===== src/rtl/cpu_pkg.sv =====
// Shared CPU definitions: datapath widths, control bundle bit positions,
// ID/EX stage state encoding and the EX-stage register payload.
package cpu_pkg;

  localparam int unsigned DATA_W = 32;
  localparam int unsigned REG_AW = 5;
  localparam int unsigned CTRL_W = 8;
  localparam int unsigned CNT_W  = 16;

  // Bit positions inside the packed EX/MEM/WB control bundle.
  localparam int unsigned CTRL_REGWRITE = 0;
  localparam int unsigned CTRL_MEMREAD  = 1;

  typedef enum logic [1:0] {
    RUN    = 2'd0,
    BUBBLE = 2'd1,
    HOLD   = 2'd2
  } state_t;

  // Everything the EX stage register carries for one instruction slot.
  typedef struct packed {
    logic [DATA_W-1:0] rd1;
    logic [DATA_W-1:0] rd2;
    logic [DATA_W-1:0] imm;
    logic [DATA_W-1:0] pc_plus4;
    logic [REG_AW-1:0] rs;
    logic [REG_AW-1:0] rt;
    logic [REG_AW-1:0] rd;
    logic [CTRL_W-1:0] ctrl;
    logic              valid;
  } ex_slot_t;

endpackage


===== src/rtl/hazard_detect.sv =====
// Load-use hazard compare: a load in EX whose destination feeds the
// instruction sitting in decode. Purely combinational so a forwarding
// unit can reuse it later.
module hazard_detect
  import cpu_pkg::*;
(
  input  logic              valid_e,
  input  logic              mem_read_e,
  input  logic [REG_AW-1:0] rt_e,
  input  logic              valid_d,
  input  logic [REG_AW-1:0] rs_d,
  input  logic [REG_AW-1:0] rt_d,
  output logic              load_use_c
);

  // r0 is hardwired zero, so a load targeting it never creates a dependency.
  always_comb begin
    load_use_c = valid_e & mem_read_e & valid_d & (rt_e != '0) &
                 ((rt_e == rs_d) | (rt_e == rt_d));
  end

endmodule


===== src/rtl/id_ex_stage.sv =====
// ID/EX pipeline register with load-use bubble insertion, branch flush,
// external hold and saturating bubble/hold event counters.
module id_ex_stage
  import cpu_pkg::*;
(
  input  logic              CLK,
  input  logic              RST_N,
  input  logic [DATA_W-1:0] RD1D,
  input  logic [DATA_W-1:0] RD2D,
  input  logic [DATA_W-1:0] ImmD,
  input  logic [DATA_W-1:0] PCPlus4D,
  input  logic [REG_AW-1:0] RsD,
  input  logic [REG_AW-1:0] RtD,
  input  logic [REG_AW-1:0] RdD,
  input  logic [CTRL_W-1:0] CtrlD,
  input  logic              ValidD,
  input  logic              BranchTakenE,
  input  logic              ExtStall,
  output logic [DATA_W-1:0] RD1E,
  output logic [DATA_W-1:0] RD2E,
  output logic [DATA_W-1:0] ImmE,
  output logic [DATA_W-1:0] PCPlus4E,
  output logic [REG_AW-1:0] RsE,
  output logic [REG_AW-1:0] RtE,
  output logic [REG_AW-1:0] RdE,
  output logic [CTRL_W-1:0] CtrlE,
  output logic              ValidE,
  output logic              StallF,
  output logic              StallD,
  output logic [CNT_W-1:0]  BubbleCnt,
  output logic [CNT_W-1:0]  HoldCnt
);

  state_t            state_q, state_d;
  ex_slot_t          ex_q, ex_d;
  logic [CNT_W-1:0]  bubble_cnt_q, bubble_cnt_d;
  logic [CNT_W-1:0]  hold_cnt_q, hold_cnt_d;
  logic              load_use;

  hazard_detect u_hazard (
    .valid_e    (ex_q.valid),
    .mem_read_e (ex_q.ctrl[CTRL_MEMREAD]),
    .rt_e       (ex_q.rt),
    .valid_d    (ValidD),
    .rs_d       (RsD),
    .rt_d       (RtD),
    .load_use_c (load_use)
  );

  // State, EX slot and counters: async clear to an empty slot in RUN.
  always_ff @(posedge CLK or negedge RST_N) begin
    if (!RST_N) begin
      state_q      <= RUN;
      ex_q         <= '0;
      bubble_cnt_q <= '0;
      hold_cnt_q   <= '0;
    end else begin
      state_q      <= state_d;
      ex_q         <= ex_d;
      bubble_cnt_q <= bubble_cnt_d;
      hold_cnt_q   <= hold_cnt_d;
    end
  end

  // Next state and slot contents: hold > flush > load-use bubble > capture.
  always_comb begin
    state_d      = RUN;
    ex_d         = ex_q;
    bubble_cnt_d = bubble_cnt_q;
    hold_cnt_d   = hold_cnt_q;
    if (ExtStall) begin
      state_d = HOLD;
      if (hold_cnt_q != '1) hold_cnt_d = hold_cnt_q + CNT_W'(1);
    end else if (BranchTakenE) begin
      state_d = BUBBLE;
      ex_d    = '0;
    end else if (load_use) begin
      state_d = BUBBLE;
      ex_d    = '0;
      if (bubble_cnt_q != '1) bubble_cnt_d = bubble_cnt_q + CNT_W'(1);
    end else begin
      ex_d = '{rd1: RD1D, rd2: RD2D, imm: ImmD, pc_plus4: PCPlus4D,
               rs: RsD, rt: RtD, rd: RdD, ctrl: CtrlD, valid: ValidD};
    end
  end

  // A taken branch flushes the dependent instruction, so it must not stall.
  always_comb begin
    StallF = ExtStall | (load_use & ~BranchTakenE);
    StallD = ExtStall | (load_use & ~BranchTakenE);
  end

  assign RD1E      = ex_q.rd1;
  assign RD2E      = ex_q.rd2;
  assign ImmE      = ex_q.imm;
  assign PCPlus4E  = ex_q.pc_plus4;
  assign RsE       = ex_q.rs;
  assign RtE       = ex_q.rt;
  assign RdE       = ex_q.rd;
  assign CtrlE     = ex_q.ctrl;
  assign ValidE    = ex_q.valid;
  assign BubbleCnt = bubble_cnt_q;
  assign HoldCnt   = hold_cnt_q;

  // An inserted bubble must always be an empty, control-free slot.
  a_bubble_empty: assert property (@(posedge CLK) disable iff (!RST_N)
    (state_q == BUBBLE) |-> (!ex_q.valid && (ex_q.ctrl == '0)));

  // Only the three defined encodings are reachable.
  a_state_legal: assert property (@(posedge CLK) disable iff (!RST_N)
    (state_q == RUN) || (state_q == BUBBLE) || (state_q == HOLD));

endmodule


===== config.mk =====
export PLATFORM = sky130hd
export DESIGN_NAME = id_ex_stage
export DESIGN_NICKNAME = d
export VERILOG_FILES = /design/src/rtl/cpu_pkg.sv /design/src/rtl/hazard_detect.sv /design/src/rtl/id_ex_stage.sv
export SDC_FILE = /design/constraint.sdc
export NUM_CORES = 1
export LEC_CHECK = 0
export BUFFER_PORTS_ARGS = -buffer_cell sky130_fd_sc_hd__buf_2
export CAP_MARGIN = 20
export CORE_MARGIN = 10
export CORE_UTILIZATION = 43
export CTS_CLUSTER_DIAMETER = 150
export DETAILED_ROUTE_END_ITERATION = 16
export GPL_TIMING_DRIVEN = 0
export PLACE_DENSITY = 0.84
export SKIP_CTS_REPAIR_TIMING = 1
export SYNTH_ARGS = -nofsm -noshare
export SYNTH_HDL_FRONTEND = slang
export SYNTH_HIERARCHICAL = 1
export SYNTH_SLANG_ARGS = --single-unit

===== constraint.sdc =====
create_clock -name CLK -period 3.3 [get_ports CLK]
set_input_delay 0.495 -clock CLK [delete_from_list [all_inputs] [get_ports CLK]]
set_output_delay 0.495 -clock CLK [all_outputs]
set_load 0.05 [all_outputs]

==> results of run 1 <==
## synth_stat cells (all sizes together) (2+ instances only)
library cell	instances	share of area, %
a22o	152	19
nor3b	3	0.32
and3	3	0.27
xnor2	10	1.3
nand2	11	0.59
o2111ai	2	0.25
inv	3	0.16
xor2	26	3.3
or4	2	0.27
nor3	11	0.79
nand3	9	0.65
nand4	11	0.99
mux2	3	0.48
a21oi	3	0.22
nor4b	3	0.38
nor4	6	0.54
nor2	8	0.43
ha	2	0.36
or3	2	0.18
o21ai	3	0.22
dfrtp	184	66
buf	2	0.27
clkbuf	36	1.9
## stage by stage
step           instance area (sq um)  TNS (ps)  power (mW)  setup slack, ps  hold WS, ps
6_report                        9608         0       6.098            427.5        87.68
5_1_grt                         9605         0       6.340            124.9        145.8
4_1_cts                         9605         0       6.143            334.4        111.4
3_5_place_dp                    8991         0       4.015            337.6        491.6
3_3_place_gp                    8949   -233220       3.982            -1154        475.8
2_1_floorplan                   6977         0       3.543            569.4        199.4
## worst reg2reg max path: cells and delay by family, from the launching register on
kind | cells | cell delay (ps)
simple gates | 2 | 850
compound gates | 3 | 560
buf+inv | 2 | 970
flops | 1 | 440
## layout make-up
| type | count | share of cell area, % |
|---|---|---|
| antenna | 1 | 0.02605 |
| buffer | 38 | 1.602 |
| clock buffer | 20 | 4.753 |
| clock inverter | 11 | 1.641 |
| inverter | 3 | 0.1172 |
| multi-input combinational | 279 | 22.97 |
| sequential | 184 | 47.92 |
| tap | 216 | 2.813 |
| timing repair buffer | 342 | 18.15 |
## power groups by stage
stage / registers (mW) / clock network, mW / logic (mW)
floorplan: 3.26 / 0 / 0.285
global placement: 2.62 / 0 / 1.36
detailed placement: 2.62 / 0 / 1.39
CTS: 2.59 / 2.17 / 1.39
global route: 2.62 / 2.27 / 1.45
finish: 2.59 / 2.13 / 1.37
## state kept, by name (all words and copies together), names as in the netlist
signal	flops
RD2E	32
RD1E	32
ValidE	1
HoldCnt	16
RtE	5
PCPlus4E	32
ImmE	32
RdE	5
CtrlE	8
BubbleCnt	16
RsE	5
## final timing paths
path                            cells past startpoint  slack (ps)             to          start
worst max-delay path                                7         430   PCPlus4E[19]         RtE[1]
max in group asynchronous                           2        2350   PCPlus4E[20]          RST_N
worst min register to register                      1         500  BubbleCnt[15]  BubbleCnt[15]
worst max register to register                      7         430   PCPlus4E[19]         RtE[1]
worst min-delay path                                1          90  BubbleCnt[15]          RST_N
min in group CLK                                    2         270       RD1E[10]       RD1D[10]
## logic make-up after synthesis
kind of cell,count (synthesis),share of synthesized area (%)
and+or+nand+nor,74,6.044
buffers and inverters,41,2.367
DFF,184,66.00
adders and majority gates,2,0.3586
xor gates and xnor gates,36,4.519
AOI/OAI and AO/OA,164,20.23
muxes,3,0.4842
## layout by cell type (no fill, tap or decap), types with 3 or more instances in the layout
cell type,synthesis,layout
and3_1,3,3
nor4b_1,3,3
nand4_1,11,11
nand3_1,9,9
nor3b_1,3,3
buf_2,0,340
mux2_2,3,3
inv_1,3,3
inv_6,0,5
clkbuf_16,0,17
a21oi_1,3,3
xnor2_1,10,10
nor3_1,11,11
dfrtp_1,184,184
a22o_1,152,152
nand2_1,11,11
clkbuf_1,36,37
xor2_1,26,26
nor4_1,6,6
nor2_1,8,8
bufinv_16,0,3
## metal layers
layer | share of wire (%) | GRT usage, % | routed length (microns) | up-vias
met5 | 0 | 0 | 0 | -
met4 | 2.7 | 9.118 | 617 | 0
met3 | 8.1 | 7.357 | 1851 | 39
met2 | 50 | 34.13 | 11370 | 269
met1 | 39 | 24.34 | 8874 | 2797
li1 | - | - | - | 2639
==> flow_summary.yaml, run 1 <==
power:
  pwr-share-comb_pct: 22.5
  p_clk_share_pct: 35.0
  seqPwrFrac_pct: 42.5
  power_switching_share_pct: 33.43
  p_switching_mw: 2.039
  internal_power_mw: 4.059
  power.density_nw_per_um2: 634.7
  peakVddDrop_v: 0.0003524
  leakage_nw: 5.269
critical_path:
  cp.required_ps: 3660
  cp_slowest_stage_delay_ps: 540
  worstSetupStartpointType: "register"
  endpoint_kind: "register"
  crit_path_top_delay_cell: "or4_1"
  crit_top_cell: "clkbuf_1"
  worstSetupPathType: "register to register"
  cp_cell_sequence: "or4_1, o2111ai_1, a21oi_1, nor3_1, clkbuf_1, clkbuf_1, a22o_1"
  worstPathArrival_ps: 3240
  critPathMaxFanout: 10
  worst_path_dominant_cell_family: "buffers and inverters"
  path_buf_inv: 2
synth:
  syn_avg_cell_area_sq_um: 13.84
  syn_nets: 662
  synthesis.area_sq_um: 6977
  ys.flop_type: "dfrtp_1"
  ys_async_sr_fraction_pct: 100.0
  yosys_warnings: 6
  ys_seq_area_share_pct: 66.00
  syn_inst: 504
  synthDistinctLibCells: 35
  synth_edf_count: 0
  ys_seq_elements: 184
grt:
  grt_start_max_net_pins: 101
  grtUsageTotal_pct: 20.86
  first_global_vias: 6301
  antenna_found_initial: 2
  grt_pass1_wl_microns: 35920
  grt-ovfl-total: 0
clock_network:
  cts_tree: "done"
  path_clk_slew_ps: 70
  clk_latency_ps: 430
  clockBufferDepth: 2
  cts_sinks: 184
  cts_root_buf: "clkbuf_16"
  cts-htree-levels: 4
  cts_buffers: 17
drt:
  drtAntennaViolNets: 0
  drcViolationCount: 0
  wirelength_microns: 22710
  drt_iter0_drc: 277
  vias_per_cell: 5.250
  detail_route.first_pass.iterations: 4
  vias: 5744
  wire_per_inst_microns: 20.76
sta:
  setup_viol: 0
  hold_viol: 0
  relSlewSlack_pct: 49.72
  tightest_slew_ps: 754.2
  fmax_mhz: 348.1
  post-route-period-util_pct: 87.04
  drv_slew: 0
  min_period_ps: 2872
  clock_skew_ps: 15.49
  grt_setup_unrepaired: "no"
die:
  row_count: 46
  start_util_pct: 43.92
  dieArea_sq_um: 21720
  die_y_microns: 147.4
  die_w_microns: 147.4
  ios: 342
  core_area_sq_um: 15890
placement:
  gp_congestion: 0.8599
  hpwlAfterDp_microns: 17530
  dp.cells: 1062
  port_buffers: 340
status:
  status: "completed"
final_layout:
  utilization_pct: 60.48
  fillCellCount: 1314
  area_growth_pct: 37.72
  drive_gt1_share_pct: 43.44
  multi_input_area_sq_um: 2207
  nets: 1023
  ff_latch_area_sq_um: 4604
  finalNonFillerCells: 1094
run:
  maxCapViolCount: 0
min_path:
  hold_path_class: "primary input to asynchronous set/reset pin"
Power figures use the tool's default switching activity.
==> run 2: changes to the inputs <==
--- a/config.mk
+++ b/config.mk
@@ -7,14 +7,13 @@
 export LEC_CHECK = 0
 export BUFFER_PORTS_ARGS = -buffer_cell sky130_fd_sc_hd__buf_2
 export CAP_MARGIN = 20
-export CORE_MARGIN = 10
-export CORE_UTILIZATION = 43
+export CORE_AREA = 2 2 132 134
 export CTS_CLUSTER_DIAMETER = 150
 export DETAILED_ROUTE_END_ITERATION = 16
+export DIE_AREA = 0 0 134 136
 export GPL_TIMING_DRIVEN = 0
-export PLACE_DENSITY = 0.84
+export PLACE_DENSITY = 0.82
 export SKIP_CTS_REPAIR_TIMING = 1
 export SYNTH_ARGS = -nofsm -noshare
 export SYNTH_HDL_FRONTEND = slang
-export SYNTH_HIERARCHICAL = 1
 export SYNTH_SLANG_ARGS = --single-unit
==> run 2 against run 1 <==
Sequential power is essentially flat. Register-to-register slack improved by 800 ps. Hold slack got worse by 48 ps. Fmax fell by 6.3%. Area after synthesis up 1.5%. Cell count grew 0.91%. Global-route usage is 0.30 points higher. Wire length is 14% lower. Die area is 16% lower. Critical path depth up 1. Via count shrank 1.6%. Critical path type is now register to output pin.
==> flow_summary.yaml, run 2 <==
final_layout:
  utilization_pct: 57.40
  num_antenna_cells: 0
  final_common_cell: "buf_2"
  final_cell_mix: "buf_2, dfrtp_1, a22o_1, xnor2_1"
  finalNonFillerCells: 1104
  area_growth_pct: 36.86
  final_area_sq_um: 9687
  drive_gt1_share_pct: 45.62
  nets: 1024
critical_path:
  worstPathArrival_ps: 2570
  rrSetupSlack_ps: 1230
  cp_slowest_stage_delay_ps: 450
  worstSetupPathType: "register to output pin"
  worst_path_dominant_cell_family: "buffers and inverters"
  critPathMaxFanout: 10
  crit_path_top_delay_cell: "dfrtp_1"
  cp_cell_sequence: "xnor2_1, nand3_1, o22ai_2, buf_2, nand2_1, o21bai_1, buf_4, buf_2"
  crit_top_cell: "buf_2"
  cp.required_ps: 2800
  worstSetupStartpointType: "register"
  path_buf_inv: 3
  endpoint_kind: "output pin"
die:
  dieArea_sq_um: 18220
  core_area_sq_um: 16880
  die_w_microns: 134
  die_y_microns: 136
  ios: 342
  row_count: 48
  start_util_pct: 41.94
synth:
  ys_seq_elements: 184
  syn_nets: 664
  synth_area_leaders: "dfrtp_1, a22o_1, xnor2_1, buf_6, nand4_1"
  synthMostInstantiatedCell: "dfrtp_1"
  ys_async_sr_fraction_pct: 100.0
  ys.flop_type: "dfrtp_1"
  yosys-top-cells-count: "dfrtp_1, a22o_1, xnor2_1, clkbuf_1, nand3_1"
  synthesis.area_sq_um: 7078
  synth_top_area_share_pct: 65.05
  yosysTopAreaCell: "dfrtp_1"
  yosys_warnings: 0
  synth_edf_count: 0
  synthDistinctLibCells: 29
  ys_seq_area_share_pct: 65.05
  syn_avg_cell_area_sq_um: 13.99
  syn_inst: 506
grt:
  antenna_found_initial: 0
  grt_start_max_net_pins: 103
  grtUsageTotal_pct: 21.17
  grt-ovfl-total: 0
  grt_pass1_wl_microns: 29780
  first_global_vias: 5735
clock_network:
  cts_root_buf: "clkbuf_16"
  cts_buffers: 17
  clockBufferDepth: 2
  cts-htree-levels: 4
  cts_sinks: 184
  clk_latency_ps: 420
  cts_tree: "done"
  path_clk_slew_ps: 70
sta:
  fin_setup_tns_ps: 0
  grt_setup_unrepaired: "no"
  setup_viol: 0
  relSlewSlack_pct: 59.11
  post-route-period-util_pct: 92.88
  whs_ps: 39.40
  drv_slew: 0
  fmax_mhz: 326.3
  fin_ws_ps: 235.0
  hold_viol: 0
  clock_skew_ps: 11.92
  tightest_slew_ps: 613.3
  min_period_ps: 3065
drt:
  vias_per_cell: 5.120
  drt_iter0_drc: 397
  detail_route.first_pass.iterations: 5
  drcViolationCount: 0
  wire_per_inst_microns: 17.66
  vias: 5653
  wirelength_microns: 19500
  drtAntennaViolNets: 0
power:
  leakage_nw: 5.251
  totalPowerFinal_mw: 6.008
  power.density_nw_per_um2: 620.2
  peakVddDrop_v: 0.0003333
placement:
  hpwlAfterDp_microns: 14420
  placed_area_sq_um: 9104
  place_worst_setup_slack_ps: -144.9
  port_buffers: 341
  dp.cells: 1073
  gp_congestion: 0.8142
min_path:
  hold_path_class: "primary input to asynchronous set/reset pin"
status:
  status: "completed"
run:
  maxCapViolCount: 0
-- run 2: cell count changes after synthesis, sizes merged, moves of 9 or more --
cell	change
clkbuf	-18
xor2	-20
buf	+18
xnor2	+23
nand3	+9
-- run 2: worst register-to-register path: cells and delay by family (launching register included) --
kind	cells	cell delay (ps)
AO/OA/AOI/OAI	3	830
XOR/XNOR	1	190
AND/OR/NAND/NOR	1	110
flip-flops	1	450
buffers and inverters	2	370
-- run 2: logic make-up after synthesis --
group	share of synthesized area [%]
XOR/XNOR	4.826
flip-flops	65.05
buffers and inverters	3.341
AND/OR/NAND/NOR	5.975
multiplexers	0.3182
adder cells (fa/ha/maj)	0.3535
AO/OA/AOI/OAI	20.13
-- run 2: cell type report --
class	instances	area [sq um]
buffer	37	226.5
clock buffer	20	446.7
clock inverter	12	138.9
fill	1401	7189
inverter	2	7.507
multi-input combinational	282	2237
sequential	184	4604
tap	225	281.5
timing repair buffer	342	1744
-- run 2: path summary, 6_finish.rpt --
check | depth (start not counted) | to | from
setup / recovery | 8 | StallF | RtE[0]
hold / removal | 1 | HoldCnt[13] | RST_N
setup reg to reg | 7 | PCPlus4E[18] | RtE[0]
hold reg to reg | 1 | BubbleCnt[13] | BubbleCnt[13]
max in group asynchronous | 2 | RD2E[13] | RST_N
min in group CLK | 2 | PCPlus4E[31] | PCPlus4D[31]
-- run 2: metal layers --
metal	GRT usage, %	vias up	wire length (microns)
met4	7.329	0	308
li1	-	2636	-
met3	4.922	27	1194
met1	27.85	2762	8357
met2	34.62	228	9639
met5	0	-	0
-- run 2: power breakdown --
part / switching (mW) / internal (mW) / leakage [nW]
clock network: 0.897 / 1.15 / 0.286
registers: 0.151 / 2.44 / 2.41
logic: 0.992 / 0.379 / 2.55
total: 2.04 / 3.97 / 5.25
==> run 3: changes to the inputs <==
==> constraint.sdc (replaced) <==
create_clock -name CLK -period 3.3 [get_ports CLK]
set_input_delay 0 -clock CLK [delete_from_list [all_inputs] [get_ports CLK]]
set_output_delay 0 -clock CLK [all_outputs]
set_load 0.05 [all_outputs]
==> run 3 against run 2 <==
Largest cell class unchanged. Combinational power is 13% higher. Clock skew is essentially flat. Final area is 16% higher. Via count increased by 15%. Hold slack gained 38 ps.
==> flow_summary.yaml, run 3 (synthesis gave the netlist of run 2 again) <==
power:
  peakVddDrop_v: 0.0003375
  power_switching_share_pct: 34.14
  leakage_nw: 5.889
  power.density_nw_per_um2: 553.1
  p_switching_mw: 2.119
  seqPwrFrac_pct: 41.9
  pwr-share-comb_pct: 24.9
  p_clk_share_pct: 33.2
  internal_power_mw: 4.087
final_layout:
  drive_gt1_share_pct: 38.72
  final_area_sq_um: 11220
  nets: 1178
  num_antenna_cells: 0
  final_cell_mix: "buf_2, dfrtp_1, dlygate4sd3_1, a22o_1, xnor2_1"
  area_growth_pct: 58.53
  final_common_cell: "buf_2"
sta:
  clock_skew_ps: 12.13
  hold_viol: 0
  fin_setup_tns_ps: 0
  drv_slew: 0
  relSlewSlack_pct: 48.52
  whs_ps: 77.02
  grt_setup_unrepaired: "no"
  min_period_ps: 2579
  tightest_slew_ps: 772.1
  fmax_mhz: 387.8
  setup_viol: 0
  post-route-period-util_pct: 78.14
critical_path:
  critPathMaxFanout: 10
  reg2reg_depth: 7
  worstSetupStartpointType: "register"
  timing.rr.end: "ImmE[17]"
  startpoint: "RtE[0]"
  worstSetupPathType: "register to output pin"
  rrSetupSlack_ps: 1210
  cp.required_ps: 3300
  critPathCapture: "StallF"
  worstPathArrival_ps: 2580
  r2r_start: "RtE[0]"
  endpoint_kind: "output pin"
die:
  core_area_sq_um: 16880
  die_w_microns: 134
  ios: 342
  row_count: 48
  dieArea_sq_um: 18220
  die_y_microns: 136
  start_util_pct: 41.94
grt:
  antenna_found_initial: 0
  grt.busiest_layer: "met2"
  first_global_vias: 5735
  grt_start_max_net_pins: 103
  grt.met2_usage_pct: 34.62
  grtUsageTotal_pct: 21.17
  grt-ovfl-total: 0
  met1_usage_pct: 27.85
  grt_pass1_wl_microns: 29780
  met3_usage_pct: 4.922
drt:
  drt_iter0_drc: 468
  wirelength_microns: 24000
  detail_route.first_pass.iterations: 5
  drcViolationCount: 0
  wire_per_inst_microns: 19.08
  drtAntennaViolNets: 0
  vias_per_cell: 5.169
  vias: 6503
min_path:
  hp-start: "ExtStall"
  hold_path_class: "primary input to register"
clock_network:
  clockBufferDepth: 2
  clk_latency_ps: 420
  cts_root_buf: "clkbuf_16"
  cts-htree-levels: 4
  cts_sinks: 184
  path_clk_slew_ps: 70
  cts_buffers: 17
  cts_tree: "done"
placement:
  placed_area_sq_um: 9104
  gp_congestion: 0.8142
  port_buffers: 341
  hpwlAfterDp_microns: 14420
run:
  maxCapViolCount: 0
status:
  status: "completed"
==> run 3: how the worst min path moves through the flow <==
stage / end / slack, ps / cells after the start
after floorplan: BubbleCnt[0] / -300 / 0
after global placement: RD2E[28] / 220 / 2
after detailed placement: HoldCnt[7] / 20 / 1
after CTS: HoldCnt[7] / -440 / 1
after global routing: HoldCnt[12] / 90 / 4
final: HoldCnt[8] / 80 / 5
==> run 3: worst max-delay path, stage by stage (launching register included) <==
cell and delay, ps:
dfrtp_1 450, xnor2_1 190, nand3_1 110, o22ai_2 430, buf_2 290, nand2_1 80
o21bai_1 210, buf_4 140, buf_2 250
==> run 3: metal layers <==
metal  part of all wire [%]  wire length (microns)
met5                      0                      0
met4                    2.5                    599
met3                    6.2                   1494
met2                     51                  12350
met1                     40                   9550
==> run 3: area by class of cell <==
class / count / area (sq um)
Sequential cell: 184 / 4604
Buffer: 38 / 229.0
Clock buffer: 20 / 446.7
Inverter: 2 / 7.507
Tap cell: 225 / 281.5
Clock inverter: 12 / 138.9
Timing Repair Buffer: 495 / 3276
Fill cell: 1174 / 5655
Multi-Input combinational cell: 282 / 2237
==> run 3: power groups by stage <==
stage	sequential (mW)	clock, mW	combinational (mW)
2_1_floorplan	3.26	0	0.292
3_3_place_gp	2.62	0	1.36
3_5_place_dp	2.62	0	1.38
4_1_cts	2.59	2.09	1.39
5_1_grt	2.62	2.18	1.62
6_report	2.60	2.06	1.55
==> run 3: stage by stage <==
step	setup slack (ps)	util [%]	power, mW	cells
2_1_floorplan	593.5	-	3.554	506
3_3_place_gp	-635.3	53.72	3.979	1072
3_5_place_dp	845.1	53.94	4.009	1073
4_1_cts	681.3	57.41	6.068	1105
5_1_grt	480.6	66.49	6.420	1258
6_report	721.3	66.49	6.207	1258
